<file path="src/rtl/apb_pkg.sv">
// -----------------------------------------------------------------------------
// apb_pkg
// Shared definitions for the APB master bridge and its companion memory slave.
//   apb_state_e : APB transfer phase, encoded identically on both sides.
//   APB_ADDR_W  : default address width.
//   APB_DATA_W  : default data width.
// -----------------------------------------------------------------------------
package apb_pkg;

  typedef enum logic [1:0] {
    IDLE   = 2'b00,
    SETUP  = 2'b01,
    ACCESS = 2'b10
  } apb_state_e;

  localparam int unsigned APB_ADDR_W = 8;
  localparam int unsigned APB_DATA_W = 8;

endpackage : apb_pkg

</file>
<file path="src/rtl/apb_master_bridge.sv">
// -----------------------------------------------------------------------------
// apb_master_bridge
// Single-outstanding APB requester. Accepts one read/write command on a
// valid/ready port, runs it through APB SETUP and ACCESS, waits on PREADY
// (optionally bounded by TIMEOUT ACCESS cycles) and returns the result on a
// one-entry response port held until consumed.
//
// Ports:
//   PCLK, PRESET          : clock (rising edge), async active-low reset
//   req_valid/req_ready   : command handshake
//   req_write/addr/wdata  : command fields (wdata ignored on reads)
//   rsp_valid/rsp_ready   : response handshake
//   rsp_rdata, rsp_err    : read data (0 on writes/timeouts), timeout flag
//   PSEL, PENABLE, PADDR,
//   PWRITE, PWDATA        : registered APB master outputs
//   PRDATA, PREADY        : APB slave returns
// -----------------------------------------------------------------------------
module apb_master_bridge
  import apb_pkg::*;
#(
  parameter int unsigned ADDR_W  = APB_ADDR_W,
  parameter int unsigned DATA_W  = APB_DATA_W,
  parameter int unsigned TIMEOUT = 16
) (
  input  logic              PCLK,
  input  logic              PRESET,
  input  logic              req_valid,
  output logic              req_ready,
  input  logic              req_write,
  input  logic [ADDR_W-1:0] req_addr,
  input  logic [DATA_W-1:0] req_wdata,
  output logic              rsp_valid,
  input  logic              rsp_ready,
  output logic [DATA_W-1:0] rsp_rdata,
  output logic              rsp_err,
  output logic              PSEL,
  output logic              PENABLE,
  output logic [ADDR_W-1:0] PADDR,
  output logic              PWRITE,
  output logic [DATA_W-1:0] PWDATA,
  input  logic [DATA_W-1:0] PRDATA,
  input  logic              PREADY
);

  localparam int unsigned CNT_W = (TIMEOUT == 0) ? 1 : $clog2(TIMEOUT + 1);
  localparam logic [CNT_W-1:0] CNT_LAST = (TIMEOUT == 0) ? '0 : CNT_W'(TIMEOUT - 1);

  apb_state_e        state_q, state_d;
  logic              psel_q, psel_d;
  logic              penable_q, penable_d;
  logic [ADDR_W-1:0] paddr_q, paddr_d;
  logic              pwrite_q, pwrite_d;
  logic [DATA_W-1:0] pwdata_q, pwdata_d;
  logic [CNT_W-1:0]  wait_cnt_q, wait_cnt_d;
  logic              rsp_valid_q, rsp_valid_d;
  logic [DATA_W-1:0] rsp_rdata_q, rsp_rdata_d;
  logic              rsp_err_q, rsp_err_d;
  logic              accept;

  // Held low during reset; otherwise only IDLE with an empty response slot
  // may take a command, so a response clear and a new accept never coincide.
  assign req_ready = PRESET && (state_q == IDLE) && !rsp_valid_q;
  assign accept    = req_valid && req_ready;

  always_comb begin
    state_d     = state_q;
    psel_d      = psel_q;
    penable_d   = penable_q;
    paddr_d     = paddr_q;
    pwrite_d    = pwrite_q;
    pwdata_d    = pwdata_q;
    wait_cnt_d  = wait_cnt_q;
    rsp_valid_d = rsp_valid_q;
    rsp_rdata_d = rsp_rdata_q;
    rsp_err_d   = rsp_err_q;

    if (rsp_valid_q && rsp_ready) begin
      rsp_valid_d = 1'b0;
    end

    case (state_q)
      IDLE: begin
        if (accept) begin
          paddr_d   = req_addr;
          pwrite_d  = req_write;
          pwdata_d  = req_wdata;
          psel_d    = 1'b1;
          penable_d = 1'b0;
          state_d   = SETUP;
        end
      end

      SETUP: begin
        penable_d  = 1'b1;
        wait_cnt_d = '0;
        state_d    = ACCESS;
      end

      ACCESS: begin
        // PREADY wins over a timeout firing in the same cycle.
        if (PREADY) begin
          psel_d      = 1'b0;
          penable_d   = 1'b0;
          state_d     = IDLE;
          rsp_valid_d = 1'b1;
          rsp_err_d   = 1'b0;
          rsp_rdata_d = pwrite_q ? '0 : PRDATA;
        end else if ((TIMEOUT != 0) && (wait_cnt_q == CNT_LAST)) begin
          psel_d      = 1'b0;
          penable_d   = 1'b0;
          state_d     = IDLE;
          rsp_valid_d = 1'b1;
          rsp_err_d   = 1'b1;
          rsp_rdata_d = '0;
        end else if (wait_cnt_q != '1) begin
          wait_cnt_d = wait_cnt_q + CNT_W'(1);
        end
      end

      default: begin
        psel_d    = 1'b0;
        penable_d = 1'b0;
        state_d   = IDLE;
      end
    endcase
  end

  always_ff @(posedge PCLK or negedge PRESET) begin
    if (!PRESET) begin
      state_q     <= IDLE;
      psel_q      <= 1'b0;
      penable_q   <= 1'b0;
      paddr_q     <= '0;
      pwrite_q    <= 1'b0;
      pwdata_q    <= '0;
      wait_cnt_q  <= '0;
      rsp_valid_q <= 1'b0;
      rsp_rdata_q <= '0;
      rsp_err_q   <= 1'b0;
    end else begin
      state_q     <= state_d;
      psel_q      <= psel_d;
      penable_q   <= penable_d;
      paddr_q     <= paddr_d;
      pwrite_q    <= pwrite_d;
      pwdata_q    <= pwdata_d;
      wait_cnt_q  <= wait_cnt_d;
      rsp_valid_q <= rsp_valid_d;
      rsp_rdata_q <= rsp_rdata_d;
      rsp_err_q   <= rsp_err_d;
    end
  end

  assign PSEL      = psel_q;
  assign PENABLE   = penable_q;
  assign PADDR     = paddr_q;
  assign PWRITE    = pwrite_q;
  assign PWDATA    = pwdata_q;
  assign rsp_valid = rsp_valid_q;
  assign rsp_rdata = rsp_rdata_q;
  assign rsp_err   = rsp_err_q;

endmodule : apb_master_bridge

</file>
<file path="config.mk">
export PLATFORM = sky130hd
export DESIGN_NAME = apb_master_bridge
export DESIGN_NICKNAME = d
export VERILOG_FILES = /design/src/rtl/apb_pkg.sv /design/src/rtl/apb_master_bridge.sv
export SDC_FILE = /design/constraint.sdc
export NUM_CORES = 1
export LEC_CHECK = 0
export CORE_MARGIN = 1
export CORE_UTILIZATION = 46
export CTS_CLUSTER_DIAMETER = 80
export DETAILED_ROUTE_END_ITERATION = 8
export GPL_TIMING_DRIVEN = 0
export PLACE_DENSITY = 0.83
export SYNTH_ARGS = -nofsm -noshare
export SYNTH_HDL_FRONTEND = slang
export SYNTH_SLANG_ARGS = --single-unit
</file>
<file path="constraint.sdc">
create_clock -name PCLK -period 4.35 [get_ports PCLK]
set_input_delay 1.305 -clock PCLK [delete_from_list [all_inputs] [get_ports PCLK]]
set_output_delay 1.305 -clock PCLK [all_outputs]
set_load 0.005 [all_outputs]
</file>
==> impl_results.md, run 1 <==
- Half-perimeter wire length after placement: 2470 µm
- CP Max Fanout: 36
- Slew at the pin closest to its max-slew limit: 747 ps
- Number of max-capacitance violations reported: 0
- Horizontal die dimension: 60.1 µm
- Number of remaining DRC errors: 0
- Area occupied by multi-input gates: 603 µm²
- Unrepaired setup endpoints after global routing: false
- NumNets Final: 224
- Power density over the cells: 560 nW/µm²
- # hold bufs at CTS: 0
- Level count of the clock H-tree: 2
- Slowest cell on the critical path: sky130_fd_sc_hd__buf_2
- Share of synthesized flip-flops with an asynchronous set or reset: 100%
- Setup crit end kind: output port
- Result of the run: complete, no violations
- Initial drt markers: 38
- CP max stage delay: 570 ps
- Average routed wire per standard cell: 13.9 µm
- Share of post-route cells with drive strength above 1: 16.7%
- Cells along the critical path: buf_2, nor4b_4, clkdlybuf4s50_1
- Number of filler cells placed in the layout: 217
- CTS clock-pin slew for the worst setup and hold paths: 100 ps
- Final Power: 1.28 mW
- Startpoint type of the worst setup path: input port
- Routed vias/inst: 5.14
- Via count of the first global-routing pass: 1150
- Most instantiated library cell after synthesis: sky130_fd_sc_hd__dfrtp_1
- Count of different cell masters after synthesis: 29
- CTS Buf Count: 5
- Setup slack of the worst register-to-register path: 2240 ps
- Synth Instances: 125
- Cell chosen for the clock root: sky130_fd_sc_hd__clkbuf_4
- Area inside the core boundary: 3130 µm²
- Post-cts sizing count: 0
- Final setup violation count: 0
- Pre-Repair DR Iteration Count: 4
- Number of enable-type register cells in the synthesized netlist: 0
- Maximum vdd ir drop: 0.302 mV
- Max-Slew Margin vs Limit: 50.2%
- Terminus of the critical flop-to-flop path: wait_cnt_q[4]$_DFFE_PN0P_
- Cell count of the worst reg-to-reg path: 6
- Critical Setup Path Class: input port to output port
- Post-CTS Setup Inserts: 0
- Leak: 0.980 nW
- Synthesized area divided by synthesized cell count: 12.4 µm²
- Clock latency of the later-clocked register in the worst-skew pair: 330 ps
- Number of diodes: 0
- Initial antenna violation count: 0
- Synthesized Nets: 158
- Largest delay share family, worst path: buffers and inverters
- Overflow after GRT: 0
- Number of I/O port buffers: 59
- Post-synth top cells: 35 x sky130_fd_sc_hd__dfrtp_1, 19 x sky130_fd_sc_hd__o21ai_0, 13 x sky130_fd_sc_hd__nand2_1
- Post-Route Setup TNS: 0 ps
- Number of primary I/O pins: 60
- Part of the Yosys area used for sequential elements: 56.5%
- Post-synthesis instance area: 1550 µm²
- Synth Flop Type: sky130_fd_sc_hd__dfrtp_1
- Number of standard-cell rows in the floorplan: 20
- Final standard cell area without fillers: 2280 µm²
- Setup crit start: PRESET
- Layout overhead on the synthesized area: 46.9%
- Largest net degree at the start of global routing: 37
- Total Wirelength: 3290 µm
- Post-route antenna net violation count: 0
- Max-slew violation count: 0
- Global-route wire length before repair: 5100 µm
- DR vias: 1212
- Data arrival at the endpoint of the critical path: 2800 ps
- Area fraction of the dominant cell type after synthesis: 56.5%
- Biggest area consumer among synthesized cells: sky130_fd_sc_hd__dfrtp_1
- Longest Clk Path Bufs: 2
- Final clock skew: 7.62 ps
- FF-to-FF Start: wait_cnt_q[0]$_DFFE_PN0P_
- Highest achievable clock rate: 0.244 GHz
- Hold Fails Final Rpt: 0
- Die boundary height: 60.1 µm
- Post-Place Cell Area: 2190 µm²
- Critical path buffer and inverter count: 2
- Worst endpoint required time: 3040 ps
- Min cycle time layout: 4110 ps
- Yosys warns: 0
- Stages on the worst setup path: 3
- Share of the cycle needed by the critical path after routing: 94.4%
- Starting density of the core: 49.6%
- Endpoint of the most critical setup path: req_ready
- Register area: 876 µm²
- Clock tree from TritonCTS: done
- CTS sink count: 35
- Flops & latches, synth: 35
- Class of the tightest hold or removal check: register to register
- Ranking of synthesized cells by area: sky130_fd_sc_hd__dfrtp_1 56%, sky130_fd_sc_hd__mux2_4 7.7%, sky130_fd_sc_hd__mux2_2 6.5%
- Full die area: 3610 µm²
- Last weighted congestion value of the routability-driven placer: 0.794
- Global-route usage over all layers: 19.9%
metrics by stage:
| step | instances | worst slack [ps] | hold slack, ps | util, % |
|---|---|---|---|---|
| after detailed placement | 228 | 190 | 484 | 70.0 |
| final | 236 | 245 | 499 | 72.8 |
| after CTS | 236 | 200 | 502 | 72.8 |
| after global routing | 236 | 107 | 536 | 72.8 |
| after global placement | 228 | -778 | 470 | 70.2 |
| after floorplan | 125 | 1550 | 444 | - |
cell families after synthesis:
group	count (synthesis)	share of synthesized area [%]
mux	17	14.3
buf+inv	8	4.60
fa+ha+maj	3	2.42
flops	35	56.5
compound gates	29	10.3
simple gates	33	11.9
layout by cell type, fill, tap and decap left out, drive strengths merged:
cell	Yosys	layout
mux2	17	17
and3	1	1
ha	3	3
nor4	1	1
clkbuf	1	7
nand3	5	5
nand4b	1	1
nand2	13	13
nor4b	1	1
inv	2	2
clkinv	0	1
dfrtp	35	35
nor2	3	3
a32o	1	1
and2	1	1
o211ai	1	1
nand2b	2	2
o31ai	2	2
o21a	1	1
or4	1	1
bufinv	0	1
nand4	1	1
a21oi	4	4
clkdlybuf4s50	0	58
nor2b	3	3
buf	5	6
o21ai	20	20
area by class of cell:
class	instances	share of cell area, %
Sequential cell	35	38.5
Multi-Input combinational cell	82	26.5
Timing Repair Buffer	59	25.7
Buffer	6	2.80
Tap cell	44	2.42
Clock buffer	6	2.25
Clock inverter	2	1.54
Inverter	2	0.330
state kept, by name, indices dropped and copies added (netlist names):
name        flops
PWRITE          1
rsp_err         1
rsp_valid       1
rsp_rdata       8
state_q         2
PSEL            1
PWDATA          8
wait_cnt_q      5
PADDR           8
how the worst min path moves through the flow:
stage                              startpoint                   endpoint  slack [ps]  cells after the start
CTS                          PSEL$_DFFE_PN0P_           PSEL$_DFFE_PN0P_         500                      1
global route            PWDATA[2]$_DFFE_PN0P_      PWDATA[2]$_DFFE_PN0P_         540                      1
floorplan           wait_cnt_q[3]$_DFFE_PN0P_  wait_cnt_q[3]$_DFFE_PN0P_         440                      1
finish                       PSEL$_DFFE_PN0P_           PSEL$_DFFE_PN0P_         500                      1
detailed placement           PSEL$_DFFE_PN0P_           PSEL$_DFFE_PN0P_         480                      1
global placement    wait_cnt_q[3]$_DFFE_PN0P_  wait_cnt_q[3]$_DFFE_PN0P_         470                      1
where the power goes:
group	total [mW]	internal (mW)	leakage [nW]	switching [mW]
sequential	0.532	0.452	0.438	0.0799
combinational	0.506	0.343	0.493	0.163
clock	0.238	0.136	0.0482	0.102
total	1.28	0.931	0.980	0.345
routing by layer:
metal,vias up,share of wire [%],track usage [%]
met5,-,0,0
met4,0,1.4,11.0
met3,5,6.9,5.84
met2,43,48,31.3
met1,591,44,24.6
li1,573,-,-
(Power assumes the default switching activity.)
==> run 2, diff against run 1 <==
--- a/config.mk
+++ b/config.mk
@@ -5,12 +5,11 @@
 export SDC_FILE = /design/constraint.sdc
 export NUM_CORES = 1
 export LEC_CHECK = 0
-export CORE_MARGIN = 1
-export CORE_UTILIZATION = 46
+export CORE_UTILIZATION = 40
 export CTS_CLUSTER_DIAMETER = 80
 export DETAILED_ROUTE_END_ITERATION = 8
 export GPL_TIMING_DRIVEN = 0
-export PLACE_DENSITY = 0.83
+export PLACE_DENSITY = 0.73
 export SYNTH_ARGS = -nofsm -noshare
 export SYNTH_HDL_FRONTEND = slang
 export SYNTH_SLANG_ARGS = --single-unit
==> impl_results.md, run 2 (synthesis gave the netlist of run 1 again) <==
- Worst endpoint required time: 3040 ps (about the same)
- Count of cells along the worst hold path: 1 (unchanged)
- Final Power: 1.27 mW (-0.76%)
- Clk pwr share: 17.8% (-0.9 points)
- Hold Fails Final Rpt: 0 (unchanged)
- Routed vias/inst: 5.00 (-2.6%)
- Slew at the pin closest to its max-slew limit: 753 ps (+6.10 ps)
- Global-route wire length before repair: 5370 µm (+5.3%)
- Number of diodes: 0 (unchanged)
- Final setup violation count: 0 (unchanged)
- Average routed wire per standard cell: 13.8 µm (-1.2%)
- Number of standard-cell rows in the floorplan: 22 (+10%)
- CP Max Fanout: 36 (unchanged)
- Setup crit end kind: output port
- Startpoint type of the worst setup path: input port
- Min cycle time layout: 4110 ps (+2.77 ps)
- # hold bufs at CTS: 0 (unchanged)
- CTS Buf Count: 5 (unchanged)
- Unrepaired setup endpoints after global routing: false
- Data arrival at the endpoint of the critical path: 2800 ps (about the same)
- Maximum vdd ir drop: 0.229 mV (-24%)
- Share of post-route cells with drive strength above 1: 16.2% (-0.44 points)
- Result of the run: complete, no violations
- Portion of total power attributed to sequential cells: 42.2% (+0.5 points)
- Leading cell type in the layout, fill and taps excluded: sky130_fd_sc_hd__clkdlybuf4s50_1
- Layout overhead on the synthesized area: 47.3%
- Post-route antenna net violation count: 0 (unchanged)
- Register area: 876 µm² (unchanged)
- Area inside the core boundary: 3690 µm² (+18%)
- Internal portion of total power: 0.921 mW (-1.1%)
- Leak: 0.978 nW (-0.12%)
- Number of remaining DRC errors: 0 (unchanged)
- Level count of the clock H-tree: 2 (unchanged)
- Full die area: 4130 µm² (+14%)
- Via count of the first global-routing pass: 1192 (+3.7%)
- Number of I/O port buffers: 59 (unchanged)
- CTS clock-pin slew for the worst setup and hold paths: 70 ps (-30 ps)
- Post-CTS Setup Inserts: 0 (unchanged)
- Area occupied by multi-input gates: 603 µm² (unchanged)
- Number of filler cells placed in the layout: 280 (+29%)
- DR vias: 1195 (-1.4%)
- Initial drt markers: 29 (-24%)
- Number of max-capacitance violations reported: 0 (unchanged)
- Post-cts sizing count: 0 (unchanged)
- Total Wirelength: 3290 µm (about the same)
- Max-slew violation count: 0 (unchanged)
- Power dissipated by switching net loads: 0.345 mW (about the same)
- Pre-CTS setup slack: 174 ps (-16.6 ps)
- CTS sink count: 35 (unchanged)
- Global-route usage over all layers: 17.0% (-3.0 points)
- Starting density of the core: 42.0% (-7.5 points)
- Cell chosen for the clock root: sky130_fd_sc_hd__clkbuf_8
- Critical Setup Path Class: input port to output port
- Pre-Repair DR Iteration Count: 4 (unchanged)
- Setup slack of the worst register-to-register path: 2220 ps (-20 ps)
- Longest Clk Path Bufs: 2 (unchanged)
- Logic gate share of total power: 40.0% (+0.3 points)
- Half-perimeter wire length after placement: 2390 µm (-3.0%)
- NumNets Final: 224 (unchanged)
- Die boundary height: 64.3 µm (+7.0%)
- Most frequent cells in the layout: 58 x sky130_fd_sc_hd__clkdlybuf4s50_1, 35 x sky130_fd_sc_hd__dfrtp_1, 19 x sky130_fd_sc_hd__o21ai_0, 13 x sky130_fd_sc_hd__nand2_1, 9 x sky130_fd_sc_hd__mux2_2
- Cell count of the worst reg-to-reg path: 6 (unchanged)
- Horizontal die dimension: 64.3 µm (+7.0%)
- Initial antenna violation count: 0 (unchanged)
- Switching share of total power: 27.3% (+0.22 points)
- Overflow after GRT: 0 (unchanged)
- Final clock skew: 5.37 ps (-2.25 ps)
- Last weighted congestion value of the routability-driven placer: 0.804 (+1.3%)
- Number of primary I/O pins: 60 (unchanged)
- Worst Slack Setup Final: 242 ps (-2.77 ps)
- Power density over the cells: 554 nW/µm² (-1.0%)
- Class of the tightest hold or removal check: register to register
- Highest achievable clock rate: 0.243 GHz (about the same)
- Share of the cycle needed by the critical path after routing: 94.4% (about the same)
- Clock tree from TritonCTS: done
- Max-Slew Margin vs Limit: 49.8% (-0.41 points)
- Clock latency of the later-clocked register in the worst-skew pair: 270 ps (-60 ps)
- Largest net degree at the start of global routing: 37 (unchanged)
-- run 2: layer usage --
layer | global-route usage [%] | part of all wire (%)
met1 | 21.2 | 44
met2 | 28.8 | 51
met4 | 5.83 | 0.70
met3 | 3.57 | 4.9
met5 | 0 | 0
-- run 2: worst max-delay path: stages --
cell	delay, ps
sky130_fd_sc_hd__buf_2	580
sky130_fd_sc_hd__nor4b_4	360
sky130_fd_sc_hd__clkdlybuf4s50_1	550
-- run 2: stage by stage --
step	area [µm²]	TNS (ps)	hold slack [ps]	cells	util (%)
2_1_floorplan	1550	0	444	125	-
6_report	2280	0	494	239	61.9
3_5_place_dp	2200	0	471	232	59.5
4_1_cts	2280	0	497	239	61.9
5_1_grt	2280	0	525	239	61.9
3_3_place_gp	2200	-813	473	232	59.7
-- run 2: worst paths after layout --
kind | from | to
max in group asynchronous | PRESET | wait_cnt_q[4]$_DFFE_PN0P_
min | wait_cnt_q[3]$_DFFE_PN0P_ | wait_cnt_q[3]$_DFFE_PN0P_
min in group asynchronous | PRESET | PWDATA[4]$_DFFE_PN0P_
max reg2reg | wait_cnt_q[0]$_DFFE_PN0P_ | wait_cnt_q[4]$_DFFE_PN0P_
max | PRESET | req_ready
min reg2reg | wait_cnt_q[3]$_DFFE_PN0P_ | wait_cnt_q[3]$_DFFE_PN0P_
-- run 2: power groups by stage --
stage	Sequential [mW]	Clock, mW	Combinational (mW)
floorplan	0.539	0	0.203
global placement	0.531	0	0.498
detailed placement	0.540	0	0.511
CTS	0.534	0.237	0.514
global route	0.549	0.253	0.548
finish	0.534	0.226	0.506
-- run 2: area by class of cell --
type	instances	share of cell area (%)
Clock inverter	1	0.219
Sequential cell	35	38.4
Tap cell	48	2.63
Buffer	6	2.79
Inverter	2	0.329
Clock buffer	6	3.62
Multi-Input combinational cell	82	26.4
Timing Repair Buffer	59	25.6
==> run 3, diff against run 2 <==
--- a/config.mk
+++ b/config.mk
@@ -13,3 +13,4 @@
 export SYNTH_ARGS = -nofsm -noshare
 export SYNTH_HDL_FRONTEND = slang
 export SYNTH_SLANG_ARGS = --single-unit
+export TNS_END_PERCENT = 20
==> results of run 3 <==
Final layout, timing and power as in run 2 (identical DEF).
